==> config.mk <==
export PLATFORM = sky130hd
export DESIGN_NAME = dma_ctrl_flat
export DESIGN_NICKNAME = d
export VERILOG_FILES = /design/src/rtl/dma_ctrl_if.sv /design/src/rtl/dma_ctrl.sv /design/src/flat_wrapper.sv
export SDC_FILE = /design/constraint.sdc
export NUM_CORES = 1
export LEC_CHECK = 0
export BUFFER_PORTS_ARGS = -buffer_cell sky130_fd_sc_hd__buf_2
export CAP_MARGIN = 10
export CORE_ASPECT_RATIO = 0.5
export CORE_MARGIN = 2
export CORE_UTILIZATION = 59
export CTS_CLUSTER_SIZE = 10
export DETAILED_ROUTE_END_ITERATION = 10
export GPL_ROUTABILITY_DRIVEN = 0
export PLACE_DENSITY = 0.95
export SLEW_MARGIN = 25
export SYNTH_ARGS = -nofsm -noshare
export SYNTH_HDL_FRONTEND = slang
export SYNTH_SLANG_ARGS = --single-unit
export TNS_END_PERCENT = 10
==> constraint.sdc <==
create_clock -name clk -period 13.3 [get_ports clk]
set_input_delay 2.66 -clock clk [delete_from_list [all_inputs] [get_ports clk]]
set_output_delay 2.66 -clock clk [all_outputs]
set_load 0.01 [all_outputs]
==> src/rtl/dma_ctrl_if.sv <==
// -----------------------------------------------------------------------------
// dma_ctrl_if
// Burst command channel between the DMA channel controller and the bus-level
// dma_master. One command is in flight at a time. The master issues
// (src, dst, len) and then waits for a single write-response pulse.
//
//   cmd_valid  : controller -> master, command valid
//   cmd_ready  : master -> controller, command accepted
//   cmd_src    : controller -> master, burst read byte address
//   cmd_dst    : controller -> master, burst write byte address
//   cmd_len    : controller -> master, beats minus one (AXI LEN encoding)
//   burst_done : master -> controller, one-cycle pulse, burst write response seen
//   burst_resp : master -> controller, BRESP of that burst, valid with burst_done
//
// Modports: master = the controller side (drives the command),
//           slave  = the dma_master side (accepts the command, reports done).
// -----------------------------------------------------------------------------
`ifndef AXI_ADDR_BITS
`define AXI_ADDR_BITS 32
`endif
`ifndef AXI_LEN_BITS
`define AXI_LEN_BITS 8
`endif

interface dma_ctrl_if;
    logic                      cmd_valid;
    logic                      cmd_ready;
    logic [`AXI_ADDR_BITS-1:0] cmd_src;
    logic [`AXI_ADDR_BITS-1:0] cmd_dst;
    logic [`AXI_LEN_BITS-1:0]  cmd_len;
    logic                      burst_done;
    logic [1:0]                burst_resp;

    modport master (
        output cmd_valid, cmd_src, cmd_dst, cmd_len,
        input  cmd_ready, burst_done, burst_resp
    );

    modport slave (
        input  cmd_valid, cmd_src, cmd_dst, cmd_len,
        output cmd_ready, burst_done, burst_resp
    );
endinterface

==> src/rtl/dma_ctrl.sv <==
// -----------------------------------------------------------------------------
// dma_ctrl
// Single-channel DMA controller. A transfer of len 32-bit words is split into
// bursts of at most MAX_BEATS words. Each burst is issued as one command on
// the dma_ctrl_if channel, and the controller waits for its write response
// before it issues the next one.
//
// Ports
//   clk        : sole clock, rising edge
//   rst        : synchronous, active-high reset
//   dma_en     : channel enable. Low blocks new transfers and ends the
//                transfer once the in-flight burst completes.
//   start      : one-cycle transfer request, sampled only while idle
//   src_addr   : source byte address (word aligned internally)
//   dst_addr   : destination byte address (word aligned internally)
//   len        : transfer length in 32-bit words
//   irq_clr    : clears done_irq (a completion in the same cycle wins)
//   busy       : transfer in progress (CMD/WAIT/FIN)
//   done_irq   : sticky completion interrupt
//   err        : sticky error for the current/last transfer
//   bus        : burst command channel (master modport)
// -----------------------------------------------------------------------------
`ifndef AXI_ADDR_BITS
`define AXI_ADDR_BITS 32
`endif
`ifndef AXI_LEN_BITS
`define AXI_LEN_BITS 8
`endif

module dma_ctrl #(
    parameter int MAX_BEATS = 16
) (
    input  logic                      clk,
    input  logic                      rst,
    input  logic                      dma_en,
    input  logic                      start,
    input  logic [`AXI_ADDR_BITS-1:0] src_addr,
    input  logic [`AXI_ADDR_BITS-1:0] dst_addr,
    input  logic [31:0]               len,
    input  logic                      irq_clr,
    output logic                      busy,
    output logic                      done_irq,
    output logic                      err,
    dma_ctrl_if.master                bus
);

    localparam int AW = `AXI_ADDR_BITS;
    localparam int LW = `AXI_LEN_BITS;

    typedef enum logic [1:0] {
        IDLE = 2'd0,
        CMD  = 2'd1,
        WAIT = 2'd2,
        FIN  = 2'd3
    } state_t;

    state_t         state_q, state_d;
    logic [AW-1:0]  src_q, src_d;
    logic [AW-1:0]  dst_q, dst_d;
    logic [31:0]    rem_q, rem_d;
    logic [LW-1:0]  len_q, len_d;
    logic           err_q, err_d;
    logic           done_q, done_d;

    logic [31:0]    beats_w;
    logic [31:0]    rem_left;

    // Words in the next burst for a given number of remaining words.
    function automatic logic [31:0] burst_beats(input logic [31:0] remaining);
        if (remaining > 32'(MAX_BEATS)) begin
            return 32'(MAX_BEATS);
        end
        return remaining;
    endfunction

    // AXI LEN field for the next burst: beats minus one.
    function automatic logic [LW-1:0] burst_len_field(input logic [31:0] remaining);
        return LW'(burst_beats(remaining) - 32'd1);
    endfunction

    // The burst in flight is fully described by the latched LEN field, so the
    // address/remaining update in WAIT needs no separate beats register.
    assign beats_w  = 32'(len_q) + 32'd1;
    assign rem_left = rem_q - beats_w;

    always_ff @(posedge clk) begin
        if (rst) begin
            state_q <= IDLE;
            src_q   <= '0;
            dst_q   <= '0;
            rem_q   <= '0;
            len_q   <= '0;
            err_q   <= 1'b0;
            done_q  <= 1'b0;
        end else begin
            state_q <= state_d;
            src_q   <= src_d;
            dst_q   <= dst_d;
            rem_q   <= rem_d;
            len_q   <= len_d;
            err_q   <= err_d;
            done_q  <= done_d;
        end
    end

    always_comb begin
        state_d = state_q;
        src_d   = src_q;
        dst_d   = dst_q;
        rem_d   = rem_q;
        len_d   = len_q;
        err_d   = err_q;
        done_d  = done_q;

        if (irq_clr) begin
            done_d = 1'b0;
        end

        case (state_q)
            IDLE: begin
                if (start && dma_en) begin
                    err_d = 1'b0;
                    if (len != 32'd0) begin
                        src_d   = src_addr & ~AW'(3);
                        dst_d   = dst_addr & ~AW'(3);
                        rem_d   = len;
                        len_d   = burst_len_field(len);
                        state_d = CMD;
                    end else begin
                        state_d = FIN;
                    end
                end
            end

            // dma_en is deliberately not looked at here: an offered command
            // is never withdrawn.
            CMD: begin
                if (bus.cmd_ready) begin
                    state_d = WAIT;
                end
            end

            WAIT: begin
                if (bus.burst_done) begin
                    src_d = src_q + AW'(beats_w << 2);
                    dst_d = dst_q + AW'(beats_w << 2);
                    rem_d = rem_left;
                    if (bus.burst_resp != 2'b00) begin
                        err_d = 1'b1;
                    end
                    if (rem_left == 32'd0 || !dma_en) begin
                        state_d = FIN;
                    end else begin
                        len_d   = burst_len_field(rem_left);
                        state_d = CMD;
                    end
                end
            end

            // Completion overrides a simultaneous irq_clr.
            FIN: begin
                done_d  = 1'b1;
                state_d = IDLE;
            end

            default: begin
                state_d = IDLE;
            end
        endcase
    end

    assign busy          = (state_q != IDLE);
    assign done_irq      = done_q;
    assign err           = err_q;
    assign bus.cmd_valid = (state_q == CMD);
    assign bus.cmd_src   = src_q;
    assign bus.cmd_dst   = dst_q;
    assign bus.cmd_len   = len_q;

endmodule

==> src/flat_wrapper.sv <==
// flat-port wrapper written by rule: the top's interface ports become plain ports
module dma_ctrl_flat 
#(
    parameter int MAX_BEATS = 16
)
  (clk, rst, dma_en, start, src_addr, dst_addr, len, irq_clr, busy, done_irq, err, bus_cmd_valid, bus_cmd_src, bus_cmd_dst, bus_cmd_len, bus_cmd_ready, bus_burst_done, bus_burst_resp);
  dma_ctrl_if bus_i ();
  input  logic clk;
  input  logic rst;
  input  logic dma_en;
  input  logic start;
  input  logic [`AXI_ADDR_BITS-1:0] src_addr;
  input  logic [`AXI_ADDR_BITS-1:0] dst_addr;
  input  logic [31:0] len;
  input  logic irq_clr;
  output logic busy;
  output logic done_irq;
  output logic err;
  output wire logic [$bits(bus_i.cmd_valid)-1:0] bus_cmd_valid;
  output wire logic [$bits(bus_i.cmd_src)-1:0] bus_cmd_src;
  output wire logic [$bits(bus_i.cmd_dst)-1:0] bus_cmd_dst;
  output wire logic [$bits(bus_i.cmd_len)-1:0] bus_cmd_len;
  input wire logic [$bits(bus_i.cmd_ready)-1:0] bus_cmd_ready;
  input wire logic [$bits(bus_i.burst_done)-1:0] bus_burst_done;
  input wire logic [$bits(bus_i.burst_resp)-1:0] bus_burst_resp;
  assign bus_cmd_valid = bus_i.cmd_valid;
  assign bus_cmd_src = bus_i.cmd_src;
  assign bus_cmd_dst = bus_i.cmd_dst;
  assign bus_cmd_len = bus_i.cmd_len;
  assign bus_i.cmd_ready = bus_cmd_ready;
  assign bus_i.burst_done = bus_burst_done;
  assign bus_i.burst_resp = bus_burst_resp;
  dma_ctrl #(.MAX_BEATS(MAX_BEATS)) u_core (.clk(clk), .rst(rst), .dma_en(dma_en), .start(start), .src_addr(src_addr), .dst_addr(dst_addr), .len(len), .irq_clr(irq_clr), .busy(busy), .done_irq(done_irq), .err(err), .bus(bus_i));
endmodule
Word-level counts from Yosys, hierarchy flattened
Cells that the tools add are included.

Logic and storage cells: 85. Output and inout port bits: 76. Flip-flop bits (word level): 108. Input bits: 105.

Order comparisons: 2. Mux-type cells: 47. Reductions and logical operators: 14. Add/sub/neg operators: 6. Equal/unequal tests: 9.

Operators with widths (count): two-way mux 32 bit (9); case mux 32 bit (2 select lines) (3); two-way mux 8 bit (14); adder 32 bit (2); greater-than comparator 32 x 5 -> 1 bit, second input constant (2); logical NOT 32 bit (1); nonzero test 32 bit (1); subtractor 32 x 9 -> 32 bit (1); case mux 8 bit (2 select lines) (1); subtractor 8 x 1 -> 8 bit, second input constant (2); two-way mux 1 bit (13); two-way mux 2 bit (5); adder 8 x 1 -> 9 bit, second input constant (1); != test 2 x 1 -> 1 bit, second input constant (4); case mux 2 bit (4 select lines) (1); AND reduction 4 bit (2); nonzero test 2 bit (4); AND reduction 5 bit (1); equality test 2 bit, second input constant (2); != test 2 bit, second input constant (2); AND reduction 3 bit (1); equality test 2 x 1 -> 1 bit, second input constant (1); logical NOT 2 bit (1); case mux 1 bit (2 select lines) (1); 3 further kinds (3).

Depth between registers and ports, before layout
Depth after elaboration: 15. Gate-level depth with buffers: 21. Gate-level depth less buffers: 19.

Least setup slack after synthesis
OpenSTA, ideal clock, no wires.

Path kind: input -> register. From: in len[5]. To: reg u_core.len_q[4], in the netlist u_core.bus.cmd_len[4]. Required time: 13.164 ns. Setup time: 0.136 ns. Path slack: 8.588 ns. Buffers on the path: 0. Arrival time: 4.576 ns. Stages: 10. Cells stage by stage: nor4_1 -> nand2_1 -> or4_1 -> a21oi_1 -> a2bb2oi_1 -> ha_1 -> nand2_1 -> and2_1 -> o22a_1 -> o32ai_1.

Cells in the longest elaborated chain, start to end: 13. Elaborated cells between the ends (all ways): 16. Classes of those cells: add/sub: 1; order compare: 1; eq/ne: 1; mux: 11; reduce/logical: 2.

Ends and longest elaborated chain: from (decl) (line flat_wrapper.sv:14) `input logic [31:0] len;`; greater-than comparator 32 x 5 -> 1 bit (line dma_ctrl.sv:70) `if (remaining > 32'(MAX_BEATS)) begin`; two-way mux 1 bit (line dma_ctrl.sv:70); two-way mux 1 bit (line dma_ctrl.sv:123) `if (len != 32'd0) begin`; two-way mux 1 bit (line dma_ctrl.sv:121) `if (start && dma_en) begin`; two-way mux 1 bit (line dma_ctrl.sv:119) `case (state_q)`; two-way mux 8 bit (line dma_ctrl.sv:73) `return remaining;`; two-way mux 8 bit (line dma_ctrl.sv:123); two-way mux 8 bit (line dma_ctrl.sv:121); two-way mux 8 bit (line dma_ctrl.sv:119); subtractor 8 x 1 -> 8 bit (line dma_ctrl.sv:78) `return LW'(burst_beats(remaining) - 32'd1);`; two-way mux 8 bit (line dma_ctrl.sv:123); two-way mux 8 bit (line dma_ctrl.sv:121); case mux 8 bit (2 select lines) (line dma_ctrl.sv:119); to (signal assigned) (line dma_ctrl.sv:100) `len_q <= len_d;`; to (decl) (line dma_ctrl.sv:61) `logic [LW-1:0] len_q, len_d;`.

Several ways; a longest one is shown, not always the timed one. The select of a mux whose other input is x is not followed. A chain may end at the register's enable or synchronous reset.

Final worst setup path
From: in len[20]. To: reg u_core.src_q[19], in the netlist u_core.bus.cmd_src[19].

Cells in the longest elaborated chain, start to end: 3.

Ends and longest elaborated chain: nonzero test 32 bit (line dma_ctrl.sv:123); != test 2 x 1 -> 1 bit (no line); AND reduction 4 bit (no line); to (signal assigned) (line dma_ctrl.sv:97) `src_q <= src_d;`; to (decl) (line dma_ctrl.sv:58) `logic [AW-1:0] src_q, src_d;`.

Every way passes these cells.

==> impl_metrics.env <==
export IMPL_status="complete, no violations"
export IMPL_n_antenna_cell=0
export IMPL_fin_crit_sh_pct=41.1
export IMPL_synth_edf_count=0
export IMPL_cts_root_buf="clkbuf_16"
export IMPL_syn_inst=1062
export IMPL_cts_repair_resized=0
export IMPL_crit_arrival_ns=5.70
export IMPL_path_class="input port to flip-flop"
export IMPL_seqPwrFrac_pct=36.2
export IMPL_ys_ff_latch=104
export IMPL_numCtsBuffers=9
export IMPL_hold_viol=0
export IMPL_first_iter_violations=1141
export IMPL_rsz0062_at_grt="no"
export IMPL_antenna_found_initial=0
export IMPL_timing_critical_path_buf_inv=2
export IMPL_worst_pin_slew_ns=0.970
export IMPL_drv_cap=0
export IMPL_postRouteAntennaNets=0
export IMPL_clock_sinks=104
export IMPL_fin_nets=1310
export IMPL_finalSetupViolCount=0
export IMPL_switchingPower_uw=422
export IMPL_grt_max_degree=95
export IMPL_yosysUniqueCellTypes=75
export IMPL_cts_max_level=3
export IMPL_num_rows=29
export IMPL_leakagePower_nw=3.67
export IMPL_grt_pass1_vias=8180
export IMPL_routedWlPerCell_um=18.1
export IMPL_fp_dieH_um=84.4
export IMPL_port_buffers=172
export IMPL_hpwl_um=17100
export IMPL_grtUsageTotal_pct=34.4
export IMPL_ioPinCount=181
export IMPL_hold_class="flip-flop to flip-flop"
export IMPL_fmax_mhz=183
export IMPL_viasPerCell=6.68
export IMPL_maxSlewViolCount=0
export IMPL_clkPwrFrac_pct=26.2
export IMPL_cp_start_kind="input port"
export IMPL_worst_ep_required_time_ns=13.54
export IMPL_cp_slowest_cell="nor4_1"
export IMPL_critPathMaxStageDelay_ns=0.48
export IMPL_worstSetupEndpointType="flip-flop"
export IMPL_floorplan_initialDensity_pct=60.4
export IMPL_synth_area_leaders="dfxtp_1, nor2_1, a21oi_1"
export IMPL_routed_wl_um=24400
export IMPL_dr_pass1_iters=6
export IMPL_drc=0
export IMPL_area_growth_pct=14.8
export IMPL_ys_async_sr_fraction_pct=0
export IMPL_sw_frac_of_total_pct=40.1
export IMPL_finalSetupTns_ns=0
export IMPL_path_max_fanout=73
export IMPL_seq_area_frac_synth_pct=27.3
export IMPL_finalCriticalPeriod_ns=5.46
export IMPL_internal_power_uw=631
export IMPL_synthesis_area_um2=7620
export IMPL_synthFlopType="dfxtp_1"
export IMPL_dieWidth_um=165
export IMPL_ir_worst_vdd_mv=0.0690
export IMPL_vias=9003
export IMPL_path_cells="buf_2, nor4_1, nand3_1, nor4_1, nand3b_1, and2_4, buf_4, nand2_1, nor2_1, nor4_1"
export IMPL_synth_top_cell_area_share_pct=27.3
export IMPL_yosysTopAreaCell="dfxtp_1"
export IMPL_clk_pin_slew_ns=0.09
export IMPL_dpl_worst_slack_ns=7.52
export IMPL_synth_avg_cell_area_um2=7.18
export IMPL_die_area_um2=13900
export IMPL_grt_pass1_wl_um=39400
export IMPL_fillers=970
export IMPL_skew_ns=0.0161
export IMPL_layout_drive_gt1_share_pct=18.7
export IMPL_yosys_warnings=0
export IMPL_cts_buffer_depth=2
export IMPL_worstSkewPairLatency_ns=0.36
export IMPL_cts_tree="done"
export IMPL_maxSlewHeadroom_pct=35.0
export IMPL_overflow=0
export IMPL_hold_buffers=0
export IMPL_crit_family="simple AND/OR/NAND/NOR gates"
export IMPL_fin_ws_ns=7.84
export IMPL_synth_common_cells="nor2_1, nand2_1, dfxtp_1"
export IMPL_core_um2=12600
export IMPL_yosysMostFrequentCell="nor2_1"
export IMPL_whs_ns=0.455
export IMPL_cts_setup_buffers=0
export IMPL_p_comb_share_pct=37.7
export IMPL_p_per_area_nw_per_um2=120
export IMPL_cp_common_cell="nor4_1"
-- cell type report --
type | count | area [µm²] | share of cell area [%]
Timing Repair Buffer | 178 | 906 | 10.4
Sequential cell | 104 | 2080 | 23.8
Inverter | 27 | 101 | 1.16
Tap cell | 170 | 213 | 2.43
Clock buffer | 10 | 239 | 2.73
Multi-Input combinational cell | 853 | 5150 | 58.9
Clock inverter | 6 | 57.6 | 0.658
-- final timing paths --
check        slack (ns)                             endpoint                               start  depth (start not counted)
max reg2reg        8.00   u_core.bus.cmd_len[4]$_SDFFE_PP0P_  u_core.bus.cmd_len[0]$_SDFFE_PP0P_                         19
min reg2reg        0.45         u_core.rem_q[0]$_SDFFE_PP0P_        u_core.rem_q[0]$_SDFFE_PP0P_                          2
min                0.45         u_core.rem_q[0]$_SDFFE_PP0P_        u_core.rem_q[0]$_SDFFE_PP0P_                          2
max                7.84  u_core.bus.cmd_src[19]$_SDFFE_PP0P_                             len[20]                         10
-- cells in the final DEF (no fill, tap or decap), types with 17 or more instances in the layout --
cell      netlist  layout
a211oi_1       38      37
ha_1           29      29
dfxtp_1       104     104
nor4_1         20      20
a21o_1         17      17
nand3_1        41      41
nor3_1         36      36
a21oi_1        92      92
nor2_1        133     133
o22ai_1        20      20
o21ai_0        67      67
buf_2           2     172
nand2_1       111     110
inv_1          27      27
-- routing by layer --
metal  up-vias  track usage [%]  part of all wire (%)
met5         -                0                     0
met2       594             55.8                    45
li1       4152                -                     -
met1      4182             44.7                    41
met3        75             9.09                    12
met4         0             11.7                   2.6
-- per-stage QoR --
| step | utilization, % | std cells | instance area, µm² | power [mW] |
|---|---|---|---|---|
| 6_report | 69.3 | 1348 | 8750 | 1.05 |
| 3_5_place_dp | 67.0 | 1332 | 8460 | 0.766 |
| 4_1_cts | 69.3 | 1348 | 8750 | 1.04 |
| 5_1_grt | 69.3 | 1348 | 8750 | 1.11 |
| 2_1_floorplan | - | 1065 | 7630 | 0.659 |
| 3_3_place_gp | 66.9 | 1332 | 8450 | 0.747 |
-- power by group through the flow --
stage | combinational, mW | sequential, mW | clock (mW)
6_report | 0.397 | 0.381 | 0.276
5_1_grt | 0.435 | 0.384 | 0.287
4_1_cts | 0.385 | 0.379 | 0.273
3_5_place_dp | 0.381 | 0.385 | 0
3_3_place_gp | 0.364 | 0.383 | 0
2_1_floorplan | 0.276 | 0.383 | 0
-- flip-flops by register name (all words and copies together) (netlist names) --
| signal | flops |
|---|---|
| u_core.bus.cmd_dst | 30 |
| u_core.bus.cmd_len | 8 |
| u_core.bus.cmd_src | 30 |
| u_core.done_irq | 1 |
| u_core.err | 1 |
| u_core.rem_q | 32 |
| u_core.state_q | 2 |
-- worst reg2reg max path, delay by kind of cell, from the launching register on --
kind | cells | cell delay, ns
AO/OA/AOI/OAI | 8 | 2.12
AND/OR/NAND/NOR | 7 | 1.48
adder cells (fa/ha/maj) | 2 | 0.69
flip-flops | 1 | 0.44
XOR/XNOR | 1 | 0.34
buffers and inverters | 1 | 0.09
-- logic make-up after synthesis --
group / after synthesis / synth area share [%]
other: 1 / 0.0492
multiplexers: 2 / 0.263
buffers and inverters: 108 / 5.56
adder cells (fa/ha/maj): 32 / 5.55
AO/OA/AOI/OAI: 359 / 30.9
flip-flops: 104 / 27.3
AND/OR/NAND/NOR: 430 / 27.3
XOR/XNOR: 26 / 3.09
Power figures use the tool's default switching activity.
